[config.mk]
export PLATFORM = sky130hd
export DESIGN_NAME = dmem_arbiter
export DESIGN_NICKNAME = d
export VERILOG_FILES = /design/src/rtl/dmem_arbiter.sv
export SDC_FILE = /design/constraint.sdc
export NUM_CORES = 1
export LEC_CHECK = 0
export CORE_AREA = 4 4 82 84
export DETAILED_ROUTE_END_ITERATION = 10
export DIE_AREA = 0 0 86 88
export PLACE_DENSITY = 0.78
export SLEW_MARGIN = 20
export SYNTH_ARGS = -nofsm -noshare
export SYNTH_HDL_FRONTEND = slang
export SYNTH_SLANG_ARGS = --single-unit
[constraint.sdc]
create_clock -name clk -period 2.2 [get_ports clk]
set_clock_uncertainty 0.05 [all_clocks]
set_input_delay 0.33 -clock clk [delete_from_list [all_inputs] [get_ports clk]]
set_output_delay 0.33 -clock clk [all_outputs]
set_load 0.01 [all_outputs]
[src/rtl/dmem_arbiter.sv]
// dmem_arbiter: shares the single-port data memory between the core MEM stage (port C) and a
// debug/loader master (port D). One access per cycle. C has priority, but after STARVE_MAX
// consecutive contested cycles won by C, D is forced a grant so it always makes progress.
//
// Ports:
//   clk, rst                         clock, synchronous active-low reset
//   c_req/c_we/c_addr/c_wdata        core request (held stable until c_gnt)
//   c_gnt, c_rvalid, c_rdata         core grant and read response (1 cycle after grant)
//   d_req/d_we/d_addr/d_wdata        debug request (held stable until d_gnt)
//   d_gnt, d_rvalid, d_rdata         debug grant and read response
//   core_stall                       c_req & ~c_gnt, freezes PC/pipeline registers
//   m_en/m_we/m_addr/m_wdata         memory command from the granted port (zero when idle)
//   m_rdata                          memory read data, valid 1 cycle after a read command
module dmem_arbiter #(
   parameter int unsigned ADDR_W     = 4,
   parameter int unsigned DATA_W     = 32,
   parameter int unsigned STARVE_MAX = 4
) (
   input  logic              clk,
   input  logic              rst,
   input  logic              c_req,
   input  logic              c_we,
   input  logic [ADDR_W-1:0] c_addr,
   input  logic [DATA_W-1:0] c_wdata,
   output logic              c_gnt,
   output logic              c_rvalid,
   output logic [DATA_W-1:0] c_rdata,
   input  logic              d_req,
   input  logic              d_we,
   input  logic [ADDR_W-1:0] d_addr,
   input  logic [DATA_W-1:0] d_wdata,
   output logic              d_gnt,
   output logic              d_rvalid,
   output logic [DATA_W-1:0] d_rdata,
   output logic              core_stall,
   output logic              m_en,
   output logic              m_we,
   output logic [ADDR_W-1:0] m_addr,
   output logic [DATA_W-1:0] m_wdata,
   input  logic [DATA_W-1:0] m_rdata
);

   localparam int unsigned CNT_W = $clog2(STARVE_MAX + 1);
   localparam logic [CNT_W-1:0] STARVE_LIM = CNT_W'(STARVE_MAX);

   typedef enum logic [1:0] {OwnNone, OwnC, OwnD} owner_e;

   owner_e           rd_owner_q;
   logic [CNT_W-1:0] starve_cnt_q;
   logic             contested;
   logic             d_wins;

   // Grant decode; reset gates every grant so nothing reaches memory while rst is low.
   always_comb begin
      contested  = c_req & d_req;
      d_wins     = contested & (starve_cnt_q == STARVE_LIM);
      c_gnt      = rst & c_req & ~d_wins;
      d_gnt      = rst & d_req & (~c_req | d_wins);
      core_stall = c_req & ~c_gnt;

      m_en    = c_gnt | d_gnt;
      m_we    = 1'b0;
      m_addr  = '0;
      m_wdata = '0;
      if (c_gnt) begin
         m_we    = c_we;
         m_addr  = c_addr;
         m_wdata = c_wdata;
      end else if (d_gnt) begin
         m_we    = d_we;
         m_addr  = d_addr;
         m_wdata = d_wdata;
      end
   end

   // Read response steering: the owner register remembers who issued last cycle's read.
   always_comb begin
      c_rvalid = (rd_owner_q == OwnC);
      d_rvalid = (rd_owner_q == OwnD);
      c_rdata  = c_rvalid ? m_rdata : '0;
      d_rdata  = d_rvalid ? m_rdata : '0;
   end

   always_ff @(posedge clk) begin
      if (!rst) begin
         rd_owner_q   <= OwnNone;
         starve_cnt_q <= '0;
      end else begin
         if (c_gnt && !c_we) begin
            rd_owner_q <= OwnC;
         end else if (d_gnt && !d_we) begin
            rd_owner_q <= OwnD;
         end else begin
            rd_owner_q <= OwnNone;
         end

         // Count only contested cycles that C won; any D grant or idle D clears it.
         if (d_gnt || !d_req) begin
            starve_cnt_q <= '0;
         end else if (contested && c_gnt && (starve_cnt_q != STARVE_LIM)) begin
            starve_cnt_q <= starve_cnt_q + CNT_W'(1);
         end
      end
   end

endmodule

* After elaboration in Yosys (flattened, before gate mapping)
Cells that the tools add are included.
** Word-level totals
- Memories kept :: 0
- Bits in latches :: 0
- Bits in registers :: 5
- Word-level logic and storage cells :: 41
- Bits in writable memories :: 0
- ROM bits :: 0
** Cells by class
- $lt $le $gt $ge :: 0
- Shift-type cells :: 0
- $mul :: 0
- Bitwise operators :: 13
- Add/subtract/negate cells :: 1
- Divide/modulo/power cells :: 0
- Equality and inequality tests :: 4
- Reduce and logical (&&, ||, !) cells :: 10
- Mux-type cells :: 10
** Operator list (count)
- $mux W32 :: 4
- $mux W4 :: 2
- $and A1 B1 Y1 :: 7
- $logic_and A1 B1 Y1 :: 4
- $not A1 Y1 :: 4
- $reduce_or A2 Y1 :: 2
- $add A3 B1 Y3 const B :: 1
- $eq A3 B3 Y1 const B :: 1
- $logic_not A1 Y1 :: 3
- $mux W1 :: 3
- $ne A3 B3 Y1 const B :: 1
- $eq A2 B1 Y1 const B :: 1
- $eq A2 B2 Y1 const B :: 1
- $mux W2 :: 1
- $or A1 B1 Y1 :: 2
- $logic_or A1 B1 Y1 :: 1

* Depth between registers and ports, before layout
- Depth in word-level cells :: 7
- Depth in mapped cells :: 7
- Mapped depth without buffers :: 5

* Least setup slack after synthesis
OpenSTA, ideal clock, no wires.
- Kind :: register to output
- Start :: reg starve_cnt_q[0]
- End :: out m_wdata[10]
- Stages on the path, launching flop included :: 8
- Data required time :: 1820 ps
- Data arrival time :: 1247 ps
- Setup slack :: 573 ps
- Path through :: dfxtp_1 -> inv_1 -> ha_1 -> nand2_1 -> a21oi_2 -> buf_4 -> buf_6 -> a22o_1
** On the way
- Word-level cells in the longest chain between the ends :: 6
- Elaborated cells between the ends (all ways) :: 8
- Classes of those cells :: 1 x eq/ne; 2 x mux; 5 x bitwise
** RTL lines
- start: declaration :: line 49 : logic [CNT_W-1:0] starve_cnt_q;
- start signal: assignment :: line 101 : starve_cnt_q <= starve_cnt_q + CNT_W'(1);
- $eq A3 B3 Y1 (*) :: line 56 : d_wins = contested & (starve_cnt_q == STARVE_LIM);
- $and A1 B1 Y1 (*) :: line 56
- $or A1 B1 Y1 :: line 58 : d_gnt = rst & d_req & (~c_req | d_wins);
- $and A1 B1 Y1 :: line 58
- $mux W32 :: line 69 : end else if (d_gnt) begin
- $mux W32 (*) :: line 65 : if (c_gnt) begin
- end: declaration :: line 39 : output logic [DATA_W-1:0] m_wdata,
Every way passes the cells marked *; elsewhere a longest branch is shown, timed or not.

* Worst setup path in the final report
- Start :: in c_req
- End :: out m_wdata[28]
** On the way
- Word-level cells in the longest chain between the ends :: 6
- Elaborated cells between the ends (all ways) :: 10
- Classes of those cells :: 2 x mux; 8 x bitwise
** RTL lines
- start: declaration :: line 21 : input logic c_req,
- $and A1 B1 Y1 :: line 55 : contested = c_req & d_req;
- $and A1 B1 Y1 :: line 56
- $or A1 B1 Y1 :: line 58
- $and A1 B1 Y1 :: line 58
- $mux W32 :: line 69
- $mux W32 (*) :: line 65
Marks and branches as above.

==> results.sh <==
export IMPL_io_pins=217
export IMPL_fin_crit_sh=0.977
export IMPL_worst_path_max_fanout=20
export IMPL_core_area_um2=5920
export IMPL_antenna_left=0
export IMPL_synthArstFlopShare=0
export IMPL_htreeDepth=1
export IMPL_synth_edf_count=0
export IMPL_slew_headroom=0.861
export IMPL_power_mw=0.762
export IMPL_numCtsBuffers=3
export IMPL_yosys_area_top_type="and2_1"
export IMPL_synth_common_cells="and2_1, a22o_1, buf_2, clkbuf_1"
export IMPL_setup_viol=0
export IMPL_p_leak_nw=1.41
export IMPL_clock_tree_root_cell="clkbuf_8"
export IMPL_drive_gt1_frac=0.133
export IMPL_rsz0062_at_grt="yes"
export IMPL_rows=28
export IMPL_hold_viol_final=0
export IMPL_final_cells=437
export IMPL_initialDrtViolationCount=42
export IMPL_fin_util=0.578
export IMPL_dp_cells=426
export IMPL_tightest_slew_ps=208
export IMPL_fin_nets=475
export IMPL_criticalPathCategory="primary input to output pin"
export IMPL_power_density_nw_per_um2=223
export IMPL_synthCells=142
export IMPL_worstSetupEndpointType="output pin"
export IMPL_dieArea_um2=7570
export IMPL_diodes=0
export IMPL_syn_num_nets=254
export IMPL_synth_ff_type="dfxtp_1"
export IMPL_grt_total_usage=0.182
export IMPL_placed_area_um2=3340
export IMPL_place_hpwl_um=6070
export IMPL_grt_pass1_vias=1991
export IMPL_vias_per_cell=4.35
export IMPL_synth_seq_area_share=0.0962
export IMPL_wl_per_cell_um=17.2
export IMPL_clkSlewWorstSetupHoldPaths_ps=40
export IMPL_ys_ff_latch=5
export IMPL_start_kind="primary input"
export IMPL_overflow=0
export IMPL_hold_class="primary input to flip-flop"
export IMPL_synthTopCellsByArea="and2_1, a22o_1, dfxtp_1"
export IMPL_synth_cell_type_count=18
export IMPL_max_cap_viol_count=0
export IMPL_wl_um=7510
export IMPL_grt_pass1_wl_um=10800
export IMPL_syn_area_per_cell_um2=7.33
export IMPL_cts_hold_buf=0
export IMPL_die_w_um=86
export IMPL_min_period_ps=2150
export IMPL_arrival_ps=1770
export IMPL_clkSinkCount=5
export IMPL_initial_utilization=0.176
export IMPL_gp_congestion=0.792
export IMPL_vias=1901
export IMPL_yosysTopAreaCellShare=0.385
export IMPL_fmaxAchievable_ghz=0.465
export IMPL_cts_tree="built"
export IMPL_syn_area_um2=1040
export IMPL_final_cell_area_um2=3420
export IMPL_peakVddDrop_mv=0.207
export IMPL_worstPathRequired_ps=1820
export IMPL_clock_path_buffers=2
export IMPL_synth_most_common_cell="and2_1"
export IMPL_clk_latency_ps=220
export IMPL_io_buffers=216
export IMPL_die_height_um=88
export IMPL_drc_errors=0
export IMPL_area_delta_synth_final_pct=229
export IMPL_grt_max_degree=34
export IMPL_outcome="complete, no violations"
export IMPL_synth_warning_count=0
export IMPL_grt_antenna_before_repair=0
export IMPL_drv_slew=0
export IMPL_drtPass1Iterations=6
## cell families (layout without fill, tap and decap cells)
logic type / Yosys count / after routing / synth area share
simple gates: 77 / 77 / 0.452
compound gates: 40 / 40 / 0.339
buf+inv: 17 / 237 / 0.0793
flops: 5 / 5 / 0.0962
fa+ha+maj: 2 / 2 / 0.0240
mux: 1 / 1 / 0.00962
## area by class of cell
| type | instances | area (um^2) |
|---|---|---|
| multi-input combinational | 120 | 890 |
| inverter | 3 | 11.3 |
| tap | 75 | 93.8 |
| clock buffer | 4 | 45.0 |
| fill | 549 | 2500 |
| timing repair buffer | 230 | 2280 |
| sequential | 5 | 100 |
## layer usage
layer  share of wire  up-vias  track usage
li1                -      937            -
met1            0.35      860        0.187
met2            0.57      100        0.381
met3           0.081        4       0.0376
met4          0.0033        0       0.0230
met5               0        -            0
## flip-flops by register name, indices dropped and copies added, names as in the netlist
| signal | flops |
|---|---|
| starve_cnt_q | 3 |
| rd_owner_q | 2 |
## power breakdown
| part | total [mW] | internal [mW] | switching (mW) |
|---|---|---|---|
| sequential | 0.0944 | 0.0934 | 0.000982 |
| combinational | 0.498 | 0.332 | 0.166 |
| clock | 0.170 | 0.124 | 0.0452 |
## critical path: stages
cell and delay [ps]:
clkdlybuf4s50_1 430, buf_4 170, a21oi_4 150, buf_4 140, buf_12 150, a22o_1 130
dlygate4sd2_1 270
## repair_timing
| item | 4_1_cts | 5_1_grt |
|---|---|---|
| setup endpoints to repair | 40 | 38 |
| resized for setup | 83 | 33 |
| pin swaps | 1 | 1 |
| buffers inserted | 4 | 0 |
| gates cloned | 3 | 0 |
## through the flow
stage | TNS (ps) | hold WS, ps | setup slack [ps]
after global placement | -8740 | 448 | -263
after floorplan | 0 | 352 | 573
final | 0 | 449 | 50.7
after detailed placement | -9270 | 456 | -270
after CTS | 0 | 473 | 0.755
after global routing | -28.6 | 471 | -14.6
## final timing paths
path,start,endpoint,slack (ps),depth (start not counted)
setup / recovery,c_req,m_wdata[28],50,7
hold reg to reg,starve_cnt_q[0]$_SDFFE_PP0P_,starve_cnt_q[0]$_SDFFE_PP0P_,470,2
setup reg to reg,starve_cnt_q[1]$_SDFFE_PP0P_,rd_owner_q[0]$_SDFF_PN0_,840,6
hold / removal,rst,starve_cnt_q[0]$_SDFFE_PP0P_,450,3
## placed cells by master, fill, tap and decap left out, drive strengths merged, types with 3 or more instances in the layout
cell,count
buf,19
clkdlybuf4s50,174
dlygate4sd2,6
a22o,37
nor2b,5
clkbuf,21
dfxtp,5
and2,64
clkdlybuf4s15,13
inv,3
nand2,3
(Power assumes the default switching activity.)
